==> src/rtl/steer_en_ctrl.sv <==
// Rider-presence and steering-enable sequencer.
// Samples load cells and gates rider_off/en_steer.
module steer_en_ctrl #(
   parameter logic [12:0] MIN_RIDER_WT = 13'h0200,
   parameter int          TMR_BITS     = 26
) (
   input  logic        clk,
   input  logic        rst,
   input  logic        vld,
   input  logic [11:0] lft_ld,
   input  logic [11:0] rght_ld,
   output logic        rider_off,
   output logic        en_steer,
   output logic [11:0] ld_cell_diff
);

   typedef enum logic [1:0] {
      IDLE  = 2'b00,
      WAIT  = 2'b01,
      STEER = 2'b10
   } state_t;

   state_t state;
   state_t nxt;

   logic [11:0] lft_q;
   logic [11:0] rght_q;

   logic [12:0] sum;
   logic [12:0] diff;
   logic [12:0] adiff13;
   logic [11:0] adiff;
   logic [12:0] adiff_x;

   logic sum_lt_min;
   logic diff_gt_1_4;
   logic diff_gt_15_16;

   logic [TMR_BITS-1:0] tmr;
   logic                tmr_full;
   logic                tmr_clr;
   logic                tmr_inc;

   logic rider_off_d;
   logic en_steer_d;

   // Capture a new load-cell pair on each valid strobe
   always_ff @(posedge clk or posedge rst) begin
      if (rst) begin
         lft_q  <= '0;
         rght_q <= '0;
      end else if (vld) begin
         lft_q  <= lft_ld;
         rght_q <= rght_ld;
      end
   end

   // Sum, difference, magnitude and saturated difference
   always_comb begin
      sum     = {1'b0, lft_q} + {1'b0, rght_q};
      diff    = {1'b0, lft_q} - {1'b0, rght_q};
      adiff13 = diff[12] ? (13'd0 - diff) : diff;
      adiff   = adiff13[11:0];
      adiff_x = {1'b0, adiff};
      if (diff[12] == diff[11])
         ld_cell_diff = diff[11:0];
      else if (diff[12])
         ld_cell_diff = 12'h800;
      else
         ld_cell_diff = 12'h7FF;
   end

   // Rider-weight and balance thresholds
   always_comb begin
      sum_lt_min    = (sum < MIN_RIDER_WT);
      diff_gt_1_4   = (adiff_x > (sum >> 2));
      diff_gt_15_16 = (adiff_x > (sum - (sum >> 4)));
   end

   assign tmr_full = &tmr;

   // State register; unused encodings fall back to IDLE
   always_ff @(posedge clk or posedge rst) begin
      if (rst)
         state <= IDLE;
      else
         state <= nxt;
   end

   // Next state and timer control, priority ordered
   always_comb begin
      nxt     = IDLE;
      tmr_clr = 1'b0;
      tmr_inc = 1'b0;
      case (state)
         IDLE: begin
            if (!sum_lt_min) begin
               nxt     = WAIT;
               tmr_clr = 1'b1;
            end else begin
               nxt = IDLE;
            end
         end
         WAIT: begin
            if (sum_lt_min) begin
               nxt = IDLE;
            end else if (diff_gt_1_4) begin
               nxt     = WAIT;
               tmr_clr = 1'b1;
            end else if (tmr_full) begin
               nxt = STEER;
            end else begin
               nxt     = WAIT;
               tmr_inc = 1'b1;
            end
         end
         STEER: begin
            if (sum_lt_min) begin
               nxt = IDLE;
            end else if (diff_gt_15_16) begin
               nxt     = WAIT;
               tmr_clr = 1'b1;
            end else begin
               nxt = STEER;
            end
         end
         default: nxt = IDLE;
      endcase
   end

   // Steer-enable timer, saturating at all-ones
   always_ff @(posedge clk or posedge rst) begin
      if (rst)
         tmr <= '0;
      else if (tmr_clr)
         tmr <= '0;
      else if (tmr_inc && !tmr_full)
         tmr <= tmr + 1'b1;
   end

   // Output decode from the next state
   always_comb begin
      rider_off_d = (nxt == IDLE);
      en_steer_d  = (nxt == STEER);
   end

   // Registered outputs
   always_ff @(posedge clk or posedge rst) begin
      if (rst) begin
         rider_off <= 1'b1;
         en_steer  <= 1'b0;
      end else begin
         rider_off <= rider_off_d;
         en_steer  <= en_steer_d;
      end
   end

endmodule
==> config.mk <==
export PLATFORM = sky130hd
export DESIGN_NAME = steer_en_ctrl
export DESIGN_NICKNAME = d
export VERILOG_FILES = /design/src/rtl/steer_en_ctrl.sv
export SDC_FILE = /design/constraint.sdc
export NUM_CORES = 1
export LEC_CHECK = 0
export BUFFER_PORTS_ARGS = -buffer_cell sky130_fd_sc_hd__buf_2
export CAP_MARGIN = 40
export CORE_UTILIZATION = 50
export DETAILED_ROUTE_END_ITERATION = 8
export GPL_ROUTABILITY_DRIVEN = 0
export PLACE_DENSITY = 0.68
export SYNTH_ARGS = -nofsm -noshare
export SYNTH_HDL_FRONTEND = slang
export SYNTH_SLANG_ARGS = --single-unit
==> constraint.sdc <==
create_clock -name clk -period 15.45 [get_ports clk]
set_input_delay 1.545 -clock clk [delete_from_list [all_inputs] [get_ports clk]]
set_output_delay 1.545 -clock clk [all_outputs]
set_load 0.02 [all_outputs]
==> impl_metrics.toml, run 1 <==
[sta]
setup_viol = 0
worst_pin_slew_ps = 716
clock.fmax_ghz = 0.173
hold_ws_ps = 550
rsz0062_at_grt = "no"
clock_skew_ps = 15.7
hold_viol = 0
max_slew_margin = 0.522
fin_crit_sh = 0.373
slew_viol_final = 0
tns_ps = 0
finalCriticalPeriod_ps = 5770

[clock_network]
hold_buffers = 0
htree_levels = 2
root_buffer = "clkbuf_8"
cts_tree = "built"
clk_path_buf_depth = 2
ctsResizeCount = 0
cts_inserted_buffers = 5
clock_sinks = 54
postCtsSetupBuffers = 0
clk_pin_slew_ps = 120
clkLatencyLatePin_ps = 330

[pwr]
p_switching_uw = 520
vdd_drop_max_mv = 0.128
power_density_nw_per_um2 = 170
p_int_uw = 474
power.total_uw = 994
clkPwrFrac = 0.091
p_leak_nw = 2.53
sequentialPowerShare = 0.159
pwr-share-comb = 0.750
power_switching_share = 0.523

[floorplanning]
die_height_um = 107
rows = 37
ios = 41
start_util = 0.522
coreArea_um2 = 10500
die_width_um = 107
dieArea_um2 = 11300

[yosys]
ys_top_cells_by_area = "dfrtp_1 24%, ha_1 14%, xnor2_1 7.1%"
synth-seq-cells = 54
synth_cell_types = 74
synth_top_area_frac = 0.243
seq_area_frac_synth = 0.248
synth_edf_count = 0
synth_ff_type = "dfrtp_1"
synth_top_area_cell = "dfrtp_1"
synthArstFlopShare = 1.00
yosysMostFrequentCell = "ha_1"
avgSynthCellArea_um2 = 9.03
netlist_area_um2 = 5460
synth_warnings = 0
synth_common_cells = "62 x ha_1, 53 x dfrtp_1, 44 x inv_1, 44 x xnor2_1, 36 x o21ai_0"
synthCells = 605
syn_nets = 697

[place]
dp_cells = 760
hpwlAfterDp_um = 9220
dpl_cell_area_um2 = 5760
port_buffers = 40

[min_path]
hold_class = "flip-flop to flip-flop"
hold_depth = 3

[critical_path]
crit_type = "flip-flop to flip-flop"
critical-path-max-stage-delay_ps = 460
cp_data_arrival_time_ps = 5970
slowest_stage = "fa_1"
path_buf_inv = 2
path_delay_family = "compound AO/OA/AOI/OAI gates"
critPathMostFrequentCell = "nor2_1"
startpoint_type = "flip-flop"
reg2reg_depth = 28
cp.required_ps = 15650
crit_path_max_fanout = 26
cp.depth = 28
cp-end-kind = "flip-flop"

[drt]
finalWirelength_um = 12200
drt_iter0_markers = 226
drc_errors = 0
ant_nets = 0
routed_via_density = 5.84
vias = 4482
wire_per_inst_um = 15.9
firstDrtPassIters = 4

[final_layout]
syn_to_final_growth_pct = 7.20
fin_area_um2 = 5850
layout-drive-gt1-share = 0.206
final_nets = 723
final_cells = 768
n_antenna_cell = 0
fill_cells = 968

[grt]
grt_pass1_wl_um = 20800
grtUsageTotal = 0.227
grt_overflow = 0
antenna_found_initial = 0
grt_pass1_vias = 4327
grt_max_degree = 55

[outcome]
status = "completed"

[flow_run]
maxCapViolCount = 0
==> worst min-delay path, stage by stage (launching register included) <==
cell and delay, ps:
dfrtp_1 350, inv_1 50, nand3_1 60, a211oi_1 60
==> layout by cell type, fill, tap and decap left out, types with 3 or more instances in the layout <==
cell,count
nand2_1,32
nor4_1,7
fa_1,3
clkbuf_8,5
nand4_1,11
o31a_1,4
o21bai_1,3
inv_2,3
a21oi_1,18
a31o_2,5
dfrtp_1,53
a221o_1,3
nand3_1,22
nor4_2,18
nor3_2,12
o211ai_1,5
o21ai_0,36
o21a_1,9
a211oi_1,6
a211o_1,3
mux2_2,11
ha_1,62
inv_1,43
buf_2,40
a21o_1,9
nor2b_1,10
or3_1,3
and3_1,12
xor2_1,9
nor3_1,18
xnor2_1,44
nor2_1,35
mux2i_1,3
buf_4,5
a31oi_1,4
and2_1,8
a211oi_2,3
or2_2,5
nand2b_1,8
==> final cells by class <==
type	instances	area, um^2	area share
clock inverters	3	28.8	0.00492
multi-input cells	478	3800	0.650
well taps	136	170	0.0291
repair buffers	46	258	0.0440
clock buffers	5	68.8	0.0118
flip-flops and latches	54	1350	0.231
inverters	46	173	0.0295
==> power by group through the flow <==
| stage | sequential, mW | clock (mW) | combinational (mW) |
|---|---|---|---|
| 2_1_floorplan | 0.162 | 0 | 0.585 |
| 3_3_place_gp | 0.161 | 0 | 0.708 |
| 3_5_place_dp | 0.161 | 0 | 0.740 |
| 4_1_cts | 0.159 | 0.0949 | 0.745 |
| 5_1_grt | 0.160 | 0.0998 | 0.823 |
| 6_report | 0.158 | 0.0907 | 0.745 |
==> registers in the layout (all words and copies together) (netlist names) <==
signal,cells
state,2
lft_q,12
rght_q,12
tmr,26
rider_off,1
en_steer,1
==> routing by layer <==
metal,share of wire,global-route usage
met1,0.48,0.311
met2,0.47,0.373
met3,0.027,0.0319
met4,0.015,0.0626
met5,0,0
==> per-stage QoR <==
stage	setup WS [ps]	util
after floorplan	10100	-
after global placement	9890	0.548
after detailed placement	9720	0.550
after CTS	9680	0.559
after global routing	9040	0.559
final	9680	0.559
==> worst paths after layout <==
path / to / from / slack (ps)
max: tmr[1] / lft_q[1] / 9680
min: tmr[5] / tmr[5] / 550
max reg2reg: tmr[1] / lft_q[1] / 9680
min reg2reg: tmr[5] / tmr[5] / 550
max in group asynchronous: tmr[2] / rst / 13580
min in group asynchronous: lft_q[1] / rst / 1400
==> logic make-up after synthesis <==
group                    count (synthesis)  synth area share
buffers and inverters                   73            0.0593
multiplexers                            14            0.0282
adder cells (fa/ha/maj)                 65             0.153
flip-flops                              54             0.248
XOR/XNOR                                56            0.0951
AO/OA/AOI/OAI                          133             0.180
AND/OR/NAND/NOR                        210             0.236
No activity file was read; power rests on OpenSTA's default activity.
==> run 2, diff against run 1 <==
- PLACE_DENSITY: 0.68 -> 0.71
- clock period: 15.45 -> 4.72 ns (I/O delays scaled with it)
==> run 2 against run 1 <==
Net effect:
- via count up 11%
- sequential share of layout area down 3.3 points
- non-clock buffer count up 94
- clock skew up 5.7 ps
- sequential power rose to 3.3 times the previous value
- the flow now finishes with violations (setup timing)
- cell count up 12%
- final area up 17%
- sequential cell count unchanged
- critical path depth unchanged
- fmax up 5.9%
- first-iteration DRC count down 5.3%
==> impl_metrics.toml, run 2 (synthesized netlist as in run 1, its figures left out) <==
[outcome]
status = "finished, violations left"
failed_checks = "setup timing"

[clock_network]
cts_tree = "built"
root_buffer = "clkbuf_8"
cts_inserted_buffers = 5
clk_path_buf_depth = 2
clock_sinks = 54
hold_buffers = 0
clkLatencyLatePin_ps = 340
htree_levels = 2
clk_pin_slew_ps = 120

[sta]
fin_crit_sh = 1.15
clock_skew_ps = 21.4
worst_pin_slew_ps = 686
setup_viol = 29
max_slew_margin = 0.543
clock.fmax_ghz = 0.184
timing.final.ws_setup_ps = -726
finalCriticalPeriod_ps = 5450
slew_viol_final = 0
hold_ws_ps = 319
hold_viol = 0
rsz0062_at_grt = "yes"

[final_layout]
top_register = "tmr"
n_antenna_cell = 0
final_common_cell = "buf_4"
largest_register_ffs = 26
fin_area_um2 = 6830
final_nets = 817
final_cell_mix = "93 x buf_4, 58 x ha_1, 53 x dfrtp_1"
syn_to_final_growth_pct = 25.1
layout-drive-gt1-share = 0.355
largest_registers = "tmr: 26 flops, lft_q: 12 flops, rght_q: 12 flops"

[critical_path]
crit_type = "flip-flop to flip-flop"
regToRegSetupSlack_ps = -730
r2r-end = "tmr[10]"
cp-end-kind = "flip-flop"
critical-path-max-stage-delay_ps = 440
path_buf_inv = 3
reg2reg_depth = 28
startpoint_type = "flip-flop"
cp.required_ps = 4980
path_delay_family = "compound AO/OA/AOI/OAI gates"
r2r_start = "lft_q[1]"
cp_data_arrival_time_ps = 5700
crit_path_max_fanout = 13
slowest_stage = "dfrtp_1"

[place]
dpl_cell_area_um2 = 6470
hpwlAfterDp_um = 10600
port_buffers = 40

[grt]
grt_pass1_vias = 5081
grt_overflow = 0
grtUsageTotal = 0.251
grt_pass1_wl_um = 23000
grt_max_degree = 55
antenna_found_initial = 0

[drt]
ant_nets = 0
firstDrtPassIters = 5
routed_via_density = 5.77
wire_per_inst_um = 16.1
drt_iter0_markers = 214
finalWirelength_um = 13900
drc_errors = 0
vias = 4974

[floorplanning]
rows = 37
ios = 41
start_util = 0.522
die_width_um = 107
coreArea_um2 = 10500
dieArea_um2 = 11300
die_height_um = 107

[min_path]
hold_class = "primary input to asynchronous set/reset pin"

[pwr]
vdd_drop_max_mv = 0.566
power_density_nw_per_um2 = 590
power.total_mw = 4.03
p_leak_nw = 3.03

[flow_run]
maxCapViolCount = 0
[run 2: changes by cell type in the layout (fill, tap and decap cells not counted), moves of 4 or more]
cell and change:
nor2_1 -4, a211oi_2 +4, ha_1 -4, buf_4 +88, nor3_1 -8, a211oi_1 -4
nor3_2 +7
[run 2: layer usage]
metal	share of wire	up-vias	track usage
met5	0	-	0
met4	0.022	0	0.0851
met3	0.029	32	0.0362
met2	0.52	116	0.466
met1	0.42	2408	0.294
li1	-	2418	-
[run 2: stage by stage]
stage	std cells	utilization	setup WS [ps]	setup TNS, ps
detailed placement	840	0.618	-602	-15410
floorplan	605	-	-347	-8050
CTS	857	0.641	-499	-13680
global route	862	0.653	-1020	-27370
finish	862	0.653	-726	-18850
global placement	840	0.618	-381	-10470
[run 2: cell type report]
cell class                      instances  area (um^2)
Sequential cell                        54         1350
Timing Repair Buffer                  140         1030
Fill cell                             849         3630
Clock buffer                            5         68.8
Inverter                               46          173
Tap cell                              136          170
Multi-Input combinational cell        478         4010
Clock inverter                          3         28.8
[run 2: worst max-delay path by stage]
stage | start | to | cells after the start
after global placement | lft_q[1] | tmr[0] | 28
after floorplan | lft_q[1] | tmr[10] | 27
after detailed placement | lft_q[1] | tmr[7] | 27
final | lft_q[1] | tmr[10] | 28
after global routing | lft_q[1] | tmr[10] | 28
after CTS | lft_q[1] | tmr[19] | 28
[run 2: report_power, final]
group | internal (mW) | switching (mW)
clock network | 0.111 | 0.177
registers | 0.497 | 0.0203
logic | 1.45 | 1.77
[run 2: what timing repair did]
item                                    CTS  global route
buffers inserted                          9             5
endpoints found under the setup margin   29            29
resized for setup                        12            15
pin swaps                                11            14
cloned                                    1             1
[run 2: worst reg2reg max path, delay by kind of cell, from the launching register on]
kind	cells	cell delay (ps)
compound gates	11	1990
xor+xnor	1	170
fa+ha+maj	3	820
buf+inv	3	420
flops	1	440
mux	1	210
simple gates	9	1350
==> run 3, diff against run 2 <==
- RECOVER_POWER: unset -> 25
==> run 3 against run 2 <==
Net effect:
- the flow finishes with violations (capacitance limit, slew limit, setup timing)
- clock power barely moved
- critical path depth did not move
- die area did not move
- final area barely moved
- fmax barely moved
- combinational power barely moved
- sequential cell count did not move
- non-clock buffer count did not move
- cell count did not move
- sequential share of layout area barely moved
- count of clock-buffer cells in the layout did not move
==> impl_metrics.toml, run 3 (synthesized netlist as in run 1, its figures left out) <==
[outcome]
status = "finished, violations left"
failed_checks = "capacitance limit, slew limit, setup timing"

[final_layout]
final_cell_mix = "92 x buf_4, 58 x ha_1, 53 x dfrtp_1"
largest_register_ffs = 26
seq_area_um2 = 1350
n_antenna_cell = 0
layout-drive-gt1-share = 0.353
top_register = "tmr"
fin_area_um2 = 6830
largest_registers = "tmr: 26 flops, lft_q: 12 flops, rght_q: 12 flops"
fill_cells = 848
final_common_cell = "buf_4"
final_cells = 862
syn_to_final_growth_pct = 25.1
multiInputGateArea_um2 = 4010
final_nets = 817

[pwr]
power_switching_share = 0.489
pwr-share-comb = 0.800
p_int_mw = 2.06
p_leak_nw = 3.03
power_density_nw_per_um2 = 590
clkPwrFrac = 0.071
vdd_drop_max_mv = 0.570
p_switching_mw = 1.97
sequentialPowerShare = 0.128

[critical_path]
startpoint_type = "flip-flop"
slowest_stage = "dfrtp_1"
cp.required_ps = 4980
crit_type = "flip-flop to flip-flop"
crit_path_max_fanout = 13
cp-end-kind = "flip-flop"
cp_data_arrival_time_ps = 5700
critical-path-max-stage-delay_ps = 450
regToRegSetupSlack_ps = -730

[sta]
setup_viol = 29
clock_skew_ps = 18.8
clock.fmax_ghz = 0.184
hold_viol = 0
fin_crit_sh = 1.15
timing.final.ws_setup_ps = -728
rsz0062_at_grt = "yes"
finalCriticalPeriod_ps = 5450
max_slew_margin = -0.944
slew_viol_final = 55
worst_pin_slew_ps = 2920

[grt]
grtUsageTotal = 0.251
antenna_found_initial = 0
grt_pass1_vias = 5081
grt_pass1_wl_um = 23000
grt_max_degree = 55
grt_overflow = 0

[clock_network]
hold_buffers = 0
cts_tree = "built"
clkLatencyLatePin_ps = 340
htree_levels = 2
root_buffer = "clkbuf_8"
clock_sinks = 54
clk_path_buf_depth = 2
clk_pin_slew_ps = 120
cts_inserted_buffers = 5

[min_path]
hold_class = "primary input to flip-flop"

[floorplanning]
coreArea_um2 = 10500
ios = 41
die_width_um = 107
dieArea_um2 = 11300
die_height_um = 107
rows = 37
start_util = 0.522

[drt]
firstDrtPassIters = 5
routed_via_density = 5.79
wire_per_inst_um = 16.1
drc_errors = 0
vias = 4994
ant_nets = 0
finalWirelength_um = 13900
drt_iter0_markers = 223

[place]
dp_cells = 840
dpl_cell_area_um2 = 6470
hpwlAfterDp_um = 10600
port_buffers = 40

[flow_run]
maxCapViolCount = 1
-- run 3: cell types whose count changed in the layout (fill, tap and decap cells not counted), sizes merged --
cell	change
buf	-1
clkbuf	+1
-- run 3: path summary, 6_finish.rpt --
kind / from / endpoint / cells past startpoint
max: lft_q[1] / tmr[10] / 28
min: rght_ld[11] / rght_q[11] / 3
max reg2reg: lft_q[1] / tmr[10] / 28
min reg2reg: lft_q[6] / lft_q[6] / 1
max in group asynchronous: rst / tmr[2] / 3
min in group asynchronous: rst / rght_q[11] / 3
-- run 3: area by class of cell --
cell class,count,area share
clock buffer,5,0.0101
inverter,46,0.0253
multi-input combinational,478,0.587
sequential,54,0.198
tap,136,0.0249
timing repair buffer,140,0.151
clock inverter,3,0.00421
-- run 3: timing repair --
item | in CTS | in global routing
pin swaps | 11 | 14
setup buffers | 9 | 5
gates resized for setup | 12 | 15
setup endpoints to repair | 29 | 29
cloned | 1 | 1
-- run 3: power groups by stage --
stage,combinational (mW),sequential [mW],clock (mW)
floorplan,1.97,0.532,0
global placement,2.82,0.524,0
detailed placement,2.93,0.527,0
CTS,3.06,0.517,0.297
global route,3.47,0.521,0.311
finish,3.22,0.517,0.288
-- run 3: worst max-delay path, delay by kind of cell, from the launching register on --
kind | cells | cell delay [ps]
simple gates | 9 | 1340
fa+ha+maj | 3 | 820
buf+inv | 3 | 410
mux | 1 | 210
compound gates | 11 | 1980
flops | 1 | 450
xor+xnor | 1 | 170
-- run 3: per-stage QoR --
stage / utilization / setup TNS, ps / total power [mW] / hold WS [ps] / worst slack, ps
after floorplan: - / -8050 / 2.50 / 512 / -347
after global placement: 0.618 / -10470 / 3.34 / 532 / -381
after detailed placement: 0.618 / -15410 / 3.45 / 540 / -602
after CTS: 0.641 / -13680 / 3.87 / 334 / -499
after global routing: 0.653 / -27370 / 4.31 / 342 / -1020
final: 0.653 / -18910 / 4.03 / 338 / -728
-- run 3: routing by layer --
metal,vias to the layer above,part of all wire,global-route usage
li1,2417,-,-
met1,2421,0.42,0.294
met2,124,0.53,0.466
met3,32,0.031,0.0362
met4,0,0.022,0.0851
met5,-,0,0
